### config.mk
export PLATFORM = sky130hd
export DESIGN_NAME = pcre_count_engine_flat
export DESIGN_NICKNAME = d
export VERILOG_FILES = /design/src/rtl/pcre_count_engine_pkg.sv /design/src/rtl/pcre_count_engine_if.sv /design/src/rtl/pcre_count_engine_seg.sv /design/src/rtl/pcre_count_engine.sv /design/src/flat_wrapper.sv
export SDC_FILE = /design/constraint.sdc
export NUM_CORES = 1
export LEC_CHECK = 0
export ABC_AREA = 1
export CAP_MARGIN = 20
export CORE_ASPECT_RATIO = 1.75
export CORE_MARGIN = 4
export CORE_UTILIZATION = 54
export CTS_CLUSTER_SIZE = 30
export DETAILED_ROUTE_END_ITERATION = 6
export PLACE_DENSITY = 0.87
export SLEW_MARGIN = 30
export SYNTH_ARGS = -nofsm -noshare
export SYNTH_HDL_FRONTEND = slang
export SYNTH_SLANG_ARGS = --single-unit
export TNS_END_PERCENT = 100
### constraint.sdc
create_clock -name clk -period 1.9 [get_ports clk]
set_input_delay 0.285 -clock clk [delete_from_list [all_inputs] [get_ports clk]]
set_output_delay 0.285 -clock clk [all_outputs]
set_load 0.1 [all_outputs]
### src/rtl/pcre_count_engine_pkg.sv
// Shared defaults and helpers for the counter-based payload matching engine.
package pcre_eng_pkg;

  localparam int CNT_W_DEF = 8;
  localparam int POS_W_DEF = 16;
  localparam int UNBOUNDED = 0;
  localparam int VEC_MAX_W = 512;

  // Extract the w-bit field idx from a packed per-segment parameter vector.
  function automatic logic [31:0] vec_field(input logic [VEC_MAX_W-1:0] vec,
                                            input int idx, input int w);
    logic [VEC_MAX_W-1:0] sh;
    logic [31:0]          mask;
    sh   = vec >> (idx * w);
    mask = (w >= 32) ? 32'hFFFF_FFFF : ((32'd1 << w) - 32'd1);
    return sh[31:0] & mask;
  endfunction

endpackage

### src/rtl/pcre_count_engine_if.sv
// Byte-stream / result bundle between the class decoder side and the engine.
interface pcre_count_engine_if #(
  parameter int NUM_SEG = 4,
  parameter int POS_W   = 16
);
  logic               en;
  logic               sod;
  logic [NUM_SEG-1:0] cls;
  logic               match;
  logic [POS_W-1:0]   match_pos;
  logic [NUM_SEG-1:0] active;

  modport master (output en, sod, cls, input match, match_pos, active);
  modport slave  (input en, sod, cls, output match, match_pos, active);
endinterface

### src/rtl/pcre_count_engine_seg.sv
// One repetition segment: run counter, active flag and continue/restart/drop rules.
module pcre_count_seg
  import pcre_eng_pkg::*;
#(
  parameter int             CNT_W = CNT_W_DEF,
  parameter logic [CNT_W-1:0] MIN_C = CNT_W'(1),
  parameter logic [CNT_W-1:0] MAX_C = CNT_W'(UNBOUNDED)
) (
  input  logic clk,
  input  logic rst_n,
  input  logic en_i,
  input  logic clr_i,
  input  logic entry_i,
  input  logic cls_i,
  output logic acc_o,
  output logic acc_nxt_o,
  output logic active_o
);

  localparam logic [CNT_W-1:0] CNT_SAT  = {CNT_W{1'b1}};
  localparam logic [CNT_W-1:0] CNT_ZERO = {CNT_W{1'b0}};

  logic [CNT_W-1:0] cnt_q, cnt_d, cnt_eff_s;
  logic             active_q, active_d, active_eff_s;
  logic             room_s;

  // State as seen by this byte: a start-of-data byte wipes the run first.
  always_comb begin
    active_eff_s = active_q & ~clr_i;
    cnt_eff_s    = clr_i ? CNT_ZERO : cnt_q;
    room_s       = (MAX_C == CNT_W'(UNBOUNDED)) || (cnt_eff_s < MAX_C);
    acc_o        = active_eff_s && (cnt_eff_s >= MIN_C);
  end

  // Next run state: continue wins over restart, anything else drops the run.
  always_comb begin
    cnt_d    = cnt_q;
    active_d = active_q;
    if (en_i) begin
      if (cls_i && active_eff_s && room_s) begin
        active_d = 1'b1;
        cnt_d    = (cnt_eff_s == CNT_SAT) ? CNT_SAT : cnt_eff_s + CNT_W'(1);
      end else if (cls_i && entry_i) begin
        active_d = 1'b1;
        cnt_d    = CNT_W'(1);
      end else begin
        active_d = 1'b0;
        cnt_d    = CNT_ZERO;
      end
    end else begin
      active_d = active_q;
      cnt_d    = cnt_q;
    end
  end

  assign acc_nxt_o = active_d && (cnt_d >= MIN_C);
  assign active_o  = active_q;

  // Run state registers.
  always_ff @(posedge clk or negedge rst_n) begin
    if (!rst_n) begin
      cnt_q    <= CNT_ZERO;
      active_q <= 1'b0;
    end else begin
      cnt_q    <= cnt_d;
      active_q <= active_d;
    end
  end

endmodule

### src/rtl/pcre_count_engine.sv
// Chain of bounded-repetition segments with byte offset tracking and sticky first-match capture.
module pcre_count_engine
  import pcre_eng_pkg::*;
#(
  parameter int                       NUM_SEG  = 4,
  parameter int                       CNT_W    = CNT_W_DEF,
  parameter logic [NUM_SEG*CNT_W-1:0] MIN_VEC  = {NUM_SEG{CNT_W'(1)}},
  parameter logic [NUM_SEG*CNT_W-1:0] MAX_VEC  = {(NUM_SEG*CNT_W){1'b0}},
  parameter bit                       ANCHORED = 1'b1,
  parameter int                       POS_W    = POS_W_DEF
) (
  input logic                clk,
  input logic                rst_n,
  pcre_count_engine_if.slave eng
);

  localparam logic [POS_W-1:0] POS_SAT  = {POS_W{1'b1}};
  localparam logic [POS_W-1:0] POS_ZERO = {POS_W{1'b0}};

  logic               clr_s, start_s;
  logic [NUM_SEG-1:0] acc_s, acc_nxt_s, entry_s, active_s;
  logic [POS_W-1:0]   pos_q, pos_d, cur_pos_s;
  logic               match_q, match_d;
  logic [POS_W-1:0]   match_pos_q, match_pos_d;

  assign clr_s   = eng.en & eng.sod;
  assign start_s = ANCHORED ? clr_s : eng.en;

  for (genvar g = 0; g < NUM_SEG; g++) begin : g_seg
    if (g == 0) begin : g_first
      assign entry_s[g] = start_s;
    end else begin : g_chain
      assign entry_s[g] = acc_s[g-1];
    end

    pcre_count_seg #(
      .CNT_W (CNT_W),
      .MIN_C (CNT_W'(vec_field(VEC_MAX_W'(MIN_VEC), g, CNT_W))),
      .MAX_C (CNT_W'(vec_field(VEC_MAX_W'(MAX_VEC), g, CNT_W)))
    ) u_seg (
      .clk       (clk),
      .rst_n     (rst_n),
      .en_i      (eng.en),
      .clr_i     (clr_s),
      .entry_i   (entry_s[g]),
      .cls_i     (eng.cls[g]),
      .acc_o     (acc_s[g]),
      .acc_nxt_o (acc_nxt_s[g]),
      .active_o  (active_s[g])
    );
  end

  // Offset of the byte presented this cycle, saturating at the top of the range.
  always_comb begin
    if (eng.sod) begin
      cur_pos_s = POS_ZERO;
    end else if (pos_q == POS_SAT) begin
      cur_pos_s = POS_SAT;
    end else begin
      cur_pos_s = pos_q + POS_W'(1);
    end
    pos_d = eng.en ? cur_pos_s : pos_q;
  end

  // Sticky match: restart on sod, otherwise capture only the first completion.
  always_comb begin
    match_d     = match_q;
    match_pos_d = match_pos_q;
    if (eng.en) begin
      if (eng.sod) begin
        match_d     = acc_nxt_s[NUM_SEG-1];
        match_pos_d = POS_ZERO;
      end else if (!match_q && acc_nxt_s[NUM_SEG-1]) begin
        match_d     = 1'b1;
        match_pos_d = cur_pos_s;
      end else begin
        match_d     = match_q;
        match_pos_d = match_pos_q;
      end
    end else begin
      match_d     = match_q;
      match_pos_d = match_pos_q;
    end
  end

  // Offset and match result registers.
  always_ff @(posedge clk or negedge rst_n) begin
    if (!rst_n) begin
      pos_q       <= POS_ZERO;
      match_q     <= 1'b0;
      match_pos_q <= POS_ZERO;
    end else begin
      pos_q       <= pos_d;
      match_q     <= match_d;
      match_pos_q <= match_pos_d;
    end
  end

  assign eng.match     = match_q;
  assign eng.match_pos = match_pos_q;
  assign eng.active    = active_s;

endmodule

### src/flat_wrapper.sv
// flat-port wrapper written by rule: the top's interface ports become plain ports
module pcre_count_engine_flat import pcre_eng_pkg::*;
#(
  parameter int                       NUM_SEG  = 4,
  parameter int                       CNT_W    = CNT_W_DEF,
  parameter logic [NUM_SEG*CNT_W-1:0] MIN_VEC  = {NUM_SEG{CNT_W'(1)}},
  parameter logic [NUM_SEG*CNT_W-1:0] MAX_VEC  = {(NUM_SEG*CNT_W){1'b0}},
  parameter bit                       ANCHORED = 1'b1,
  parameter int                       POS_W    = POS_W_DEF
)
  (clk, rst_n, eng_en, eng_sod, eng_cls, eng_match, eng_match_pos, eng_active);
  pcre_count_engine_if #(.NUM_SEG(NUM_SEG), .POS_W(POS_W)) eng_i ();
  input logic clk;
  input logic rst_n;
  input wire logic [$bits(eng_i.en)-1:0] eng_en;
  input wire logic [$bits(eng_i.sod)-1:0] eng_sod;
  input wire logic [$bits(eng_i.cls)-1:0] eng_cls;
  output wire logic [$bits(eng_i.match)-1:0] eng_match;
  output wire logic [$bits(eng_i.match_pos)-1:0] eng_match_pos;
  output wire logic [$bits(eng_i.active)-1:0] eng_active;
  assign eng_i.en = eng_en;
  assign eng_i.sod = eng_sod;
  assign eng_i.cls = eng_cls;
  assign eng_match = eng_i.match;
  assign eng_match_pos = eng_i.match_pos;
  assign eng_active = eng_i.active;
  pcre_count_engine #(.NUM_SEG(NUM_SEG), .CNT_W(CNT_W), .MIN_VEC(MIN_VEC), .MAX_VEC(MAX_VEC), .ANCHORED(ANCHORED), .POS_W(POS_W)) u_core (.clk(clk), .rst_n(rst_n), .eng(eng_i));
endmodule
==> impl_metrics.yaml <==
outcome:
  status: "finished with violations"
  violations: "setup timing"
cts:
  cts_sinks: 69
  clkLatencyLatePin_ns: 0.34
  clockBufferDepth: 2
  cts_buffers: 9
  cts_max_level: 3
  clockRootBuffer: "clkbuf_16"
  clk_pin_slew_ns: 0.05
  cts_tree: "built"
placement:
  dp.cells: 749
  io_buffers: 28
  gp_congestion: 0.963
  hpwl_mm: 8.10
die:
  start_util_pct: 55.5
  rows: 42
  ioPinCount: 29
  die-width_um: 74.7
  die_height_um: 125
  design.die.area_um2: 9310
  core_um2: 7570
timing:
  skew_ns: 0.00662
  setup_viol: 23
  post-route-worst-setup-slack_ns: -0.481
  rsz0062_at_grt: "yes"
  setup_tns_ns: -7.74
  hold_viol_final: 0
  worst_slew_pin_slew_ns: 0.550
  fmax_mhz: 420
  period_minus_slack_ns: 2.38
  report.final.slew_viol_count: 0
  fin_crit_sh_pct: 125
  whs_ns: 0.483
  max_slew_margin_pct: 63.3
yosys:
  yosysTopAreaCellShare_pct: 41.1
  synth_fa_ha_area_share_pct: 3.28
  muxShareOfSynthArea_pct: 0
  yosys.area.top_type: "dfrtp_1"
  synthArstFlopShare_pct: 100
  yosysMostFrequentCell: "nand2_1"
  synth.avg_cell_area_um2: 7.28
  synth-compound-area-share_pct: 10.7
  synth_top_family_by_area: "simple AND/OR/NAND/NOR gates"
  ys_seq_elements: 69
  synth_xor_area_share_pct: 3.75
  synth_commonest_cells: "nand2_1, inv_1, dfrtp_1"
  yosysWarnings: 0
  synth-edff-count: 0
  netlist_area_um2: 4200
  yosys-top-cells-area: "dfrtp_1, nand2_1, inv_1, nand3_1, nor2_1"
  synth.net_count: 596
  synth.distinct_cells: 39
  ys_seq_area_share_pct: 41.1
  yosys.area_share.simple_pct: 30.2
  syn_inst: 577
  synth_ff_type: "dfrtp_1"
route:
  drt_pass1_iterations: 6
  vias: 4802
  wirelength_mm: 14.7
  routed_via_density: 6.13
  routedWlPerCell_um: 18.7
  drtAntennaViolNets: 0
  drc_errors: 0
  drt_iter0_markers: 498
power:
  p_leak_uw: 0.00296
  power_density_nw_per_um2: 604
  worst_ir_drop_vdd_mv: 0.583
critical_path:
  criticalPathCategory: "register to register"
  cpPeakStageDelay_ns: 0.37
  cp_cell_sequence: "inv_2 -> nor2_2 -> ha_2 -> nand4_1 -> buf_4 -> buf_4 -> nand4_1 -> nand3_1 -> nand2_1 -> nor2_2 -> nand3_4 -> nand3_4 -> nand2_8 -> nand2_8 -> nand2_2 -> nand2_2"
  cp_slowest_cell: "dfrtp_1"
  cp_max_fo: 8
  path_buf_inv: 3
  cp_top_family: "simple AND/OR/NAND/NOR gates"
  critPathArrivalTime_ns: 2.61
  critPathRequiredTime_ns: 2.12
  end_kind: "register"
  startpoint_type: "register"
layout:
  drive_gt1_share_pct: 36.4
  antennaDiodeCount: 0
  multiInputGateArea_um2: 2530
  syn_to_final_growth_pct: 41.6
  layoutNonFillerInstCount: 784
  final_nets: 712
  num-fill-cells: 452
  register_area_um2: 1730
  utilization_pct: 78.6
global_routing:
  grt_usage_pct: 28.5
  grt_overflow: 0
  grt_max_degree: 46
  grt_pass1_wl_mm: 20.8
  antenna_found_initial: 0
  first_global_vias: 4743
flow_run:
  cap_violations: 0
worst_hold_path:
  hold_path_class: "input port to register"
[cells in the final DEF (no fill, tap or decap), drive strengths merged, types with 3 or more instances in the layout]
master,count
nand2,151
buf,117
inv,90
dfrtp,69
nor2,58
nand3,46
o21ai,45
a21oi,17
xor2,15
nor3,13
clkbuf,12
ha,11
o22ai,9
nand4,8
nor4,5
or2,4
clkdlybuf4s50,4
nand3b,3
a21o,3
xnor2,3
[registers in the layout, indices dropped and copies added (netlist names)]
register,count
u_core.eng.match,1
u_core.pos_q,16
u_core.g_seg.u_seg.active_o,4
u_core.eng.match_pos,16
u_core.g_seg.u_seg.cnt_q,32
[per-layer routing]
layer / wire [um] / vias to the layer above / track usage (%)
li1: - / 2080 / -
met1: 4840 / 2296 / 28.9
met2: 7800 / 314 / 50.7
met3: 902 / 112 / 4.20
met4: 1120 / 0 / 19.3
met5: 0 / - / 0
[worst reg2reg max path, cell delays in order (launching register included)]
cell	delay [ns]
dfrtp_1	0.37
inv_2	0.06
nor2_2	0.08
ha_2	0.19
nand4_1	0.08
buf_4	0.17
buf_4	0.15
nand4_1	0.16
nand3_1	0.12
nand2_1	0.16
nor2_2	0.07
nand3_4	0.10
nand3_4	0.14
nand2_8	0.17
nand2_8	0.10
nand2_2	0.12
nand2_2	0.05
[final timing paths]
kind                                                      from                        to  slack (ns)  depth (start not counted)
worst min register to register        u_core.eng.match_pos[12]  u_core.eng.match_pos[12]        0.49                          2
worst max register to register  u_core.g_seg[3].u_seg.cnt_q[1]   u_core.eng.match_pos[5]       -0.48                         16
worst max-delay path            u_core.g_seg[3].u_seg.cnt_q[1]   u_core.eng.match_pos[5]       -0.48                         16
worst min-delay path                                    eng_en          u_core.eng.match        0.48                          5
min in group asynchronous                                rst_n          u_core.pos_q[13]        0.50                          3
max in group asynchronous                                rst_n          u_core.eng.match        0.95                          3
[kinds of logic (layout without fill, tap and decap cells)]
group	count (synthesis)	in the layout
simple gates	286	290
xor+xnor	18	18
fa+ha+maj	11	11
flops	69	69
buf+inv	111	226
compound gates	82	82
[stage by stage]
stage	area, um^2	power [uW]	setup WS, ns
2_1_floorplan	4300	1780	-0.458
3_3_place_gp	5080	1910	-0.884
3_5_place_dp	5080	1920	-0.956
6_report	5950	3600	-0.481
5_1_grt	5950	3700	-0.600
4_1_cts	5570	3570	-0.269
[layout make-up]
type                    count  share of cell area, %
clock buffers              12                   4.14
multi-input cells         401                   42.6
repair buffers            122                   16.1
clock inverters             2                  0.589
flip-flops and latches     69                   29.0
inverters                  90                   5.76
well taps                  88                   1.85
[power breakdown]
group	internal, uW	switching, uW	total, uW
Clock	1040	609	1640
Sequential	1500	23.7	1520
Combinational	130	302	432
Total	2660	935	3600
[timing repair]
item,CTS,global route
hold buffers,1,0
pin swaps,8,42
endpoints found under the setup margin,55,57
setup buffers,6,11
endpoints found under the hold margin,27,0
cloned,4,0
resized for setup,37,99
Power figures use the tool's default switching activity.
==> RTL edit, RTL diff (same flow settings) <==
`ANCHORED` is set to 1'b1 in 2 places; all go to 1'b0.
--- a/src/rtl/pcre_count_engine.sv
+++ b/src/rtl/pcre_count_engine.sv
@@ -6,7 +6,7 @@
   parameter int                       CNT_W    = CNT_W_DEF,
   parameter logic [NUM_SEG*CNT_W-1:0] MIN_VEC  = {NUM_SEG{CNT_W'(1)}},
   parameter logic [NUM_SEG*CNT_W-1:0] MAX_VEC  = {(NUM_SEG*CNT_W){1'b0}},
-  parameter bit                       ANCHORED = 1'b1,
+  parameter bit                       ANCHORED = 1'b0,
   parameter int                       POS_W    = POS_W_DEF
 ) (
   input logic                clk,
--- a/src/flat_wrapper.sv
+++ b/src/flat_wrapper.sv
@@ -5,7 +5,7 @@
   parameter int                       CNT_W    = CNT_W_DEF,
   parameter logic [NUM_SEG*CNT_W-1:0] MIN_VEC  = {NUM_SEG{CNT_W'(1)}},
   parameter logic [NUM_SEG*CNT_W-1:0] MAX_VEC  = {(NUM_SEG*CNT_W){1'b0}},
-  parameter bit                       ANCHORED = 1'b1,
+  parameter bit                       ANCHORED = 1'b0,
   parameter int                       POS_W    = POS_W_DEF
 )
   (clk, rst_n, eng_en, eng_sod, eng_cls, eng_match, eng_match_pos, eng_active);
Check against the original RTL: not equivalent (a bounded check fails within 4 cycles, from zero or initial values and one cycle with rst_n low).
==> RTL edit against the original RTL <==
  * The flow still finishes with violations (setup timing)
  * Design area grew 2.7%
  * Critical path depth shrank 1
  * Sequential cell count unchanged
  * Setup slack got worse by 0.19 ns
  * Power grew 0.79%
  * Hold slack worse by 0.14 ns
  * Die area about the same
  * Area after synthesis about the same
  * Wire length rose by 14%
  * Cell count increased by 2.7%
==> RTL edit: results (changes against the original RTL) <==
placement:
  pre_cts_slack_ns: -0.8836  # was -0.9555 ns
  dpl.hpwl_um: 8614  # was 8098 µm
  dp_cells: 758  # was 749
  gp_congestion: 0.9745  # was 0.9633
synthesis:
  synth_area_leaders: "dfrtp_1 41%, nand2_1 13%, inv_1 7.7%"  # unchanged
  yosys.area_share.xor_xnor_pct: 3.542  # was 3.752%
  synth_fa_ha_area_share_pct: 3.274  # was 3.276%
  synth_compound_area_share_pct: 10.71  # was 10.69%
routing:
  viasPerCell: 6.220  # was 6.125
  dr.first_iter.drc_count: 715  # was 498
sta:
  fin_ws_ns: -0.6666  # was -0.4811 ns
  tns_ns: -13.66  # was -7.742 ns
  worst_pin_slew_ns: 0.5252  # was 0.5501 ns
  clock_skew_ns: 0.008230  # was 0.006624 ns
  report.final.setup_viol: 34  # was 23
outcome:
  violations: "setup timing"  # unchanged
  status: "finished, violations left"  # unchanged
final_layout:
  nets: 731  # was 712
  multi_input_cells: 398  # was 401
  num-nonclk-buffers: 144  # was 122
  fillers: 400  # was 452
  clockNetworkAreaShare_pct: 4.526  # was 4.731%
  buf_share_pct: 18.80  # was 16.06%
setup_path:
  r2r_cells: 15  # was 16
  cp-startpoint: "u_core.g_seg[3].u_seg.cnt_q[0]"  # was u_core.g_seg[3].u_seg.cnt_q[1]
  crit_arrival_ns: 2.85  # was 2.61 ns
  cpPeakStageDelay_ns: 0.39  # was 0.37 ns
grt:
  grt_pass1_vias: 4933  # was 4743
  grt_pass1_wl_um: 21940  # was 20760 µm
power:
  seqPwrFrac_pct: 41.9  # was 42.3%
  power_density_nw_per_um2: 593.4  # was 604.4 nW/µm²
  p_switching_mw: 1.081  # was 934.5 µW
  cellLeakagePower_nw: 3.075  # was 2.963 nW
==> RTL edit: routing by layer <==
layer  global-route usage [%]  part of all wire (%)  vias up
li1                         -                     -     2115
met5                        0                     0        -
met4                    24.74                   9.1        0
met2                    53.14                    50      394
met1                    29.49                    32     2343
met3                    5.331                   9.4      155
==> RTL edit: how the worst min path moves through the flow <==
| stage | endpoint | depth (start not counted) |
|---|---|---|
| 2_1_floorplan | u_core.eng.match | 0 |
| 6_report | u_core.g_seg[0].u_seg.cnt_q[2] | 2 |
| 5_1_grt | u_core.g_seg[1].u_seg.cnt_q[7] | 2 |
| 3_3_place_gp | u_core.g_seg[0].u_seg.cnt_q[5] | 1 |
| 3_5_place_dp | u_core.g_seg[0].u_seg.cnt_q[5] | 1 |
| 4_1_cts | u_core.g_seg[0].u_seg.cnt_q[1] | 2 |
==> RTL edit: timing repair <==
item	CTS	global route
setup endpoints to repair	57	59
endpoints found under the hold margin	8	0
gates cloned	0	2
hold buffers	1	0
pin swaps	15	32
setup buffers	19	13
gates resized for setup	41	92
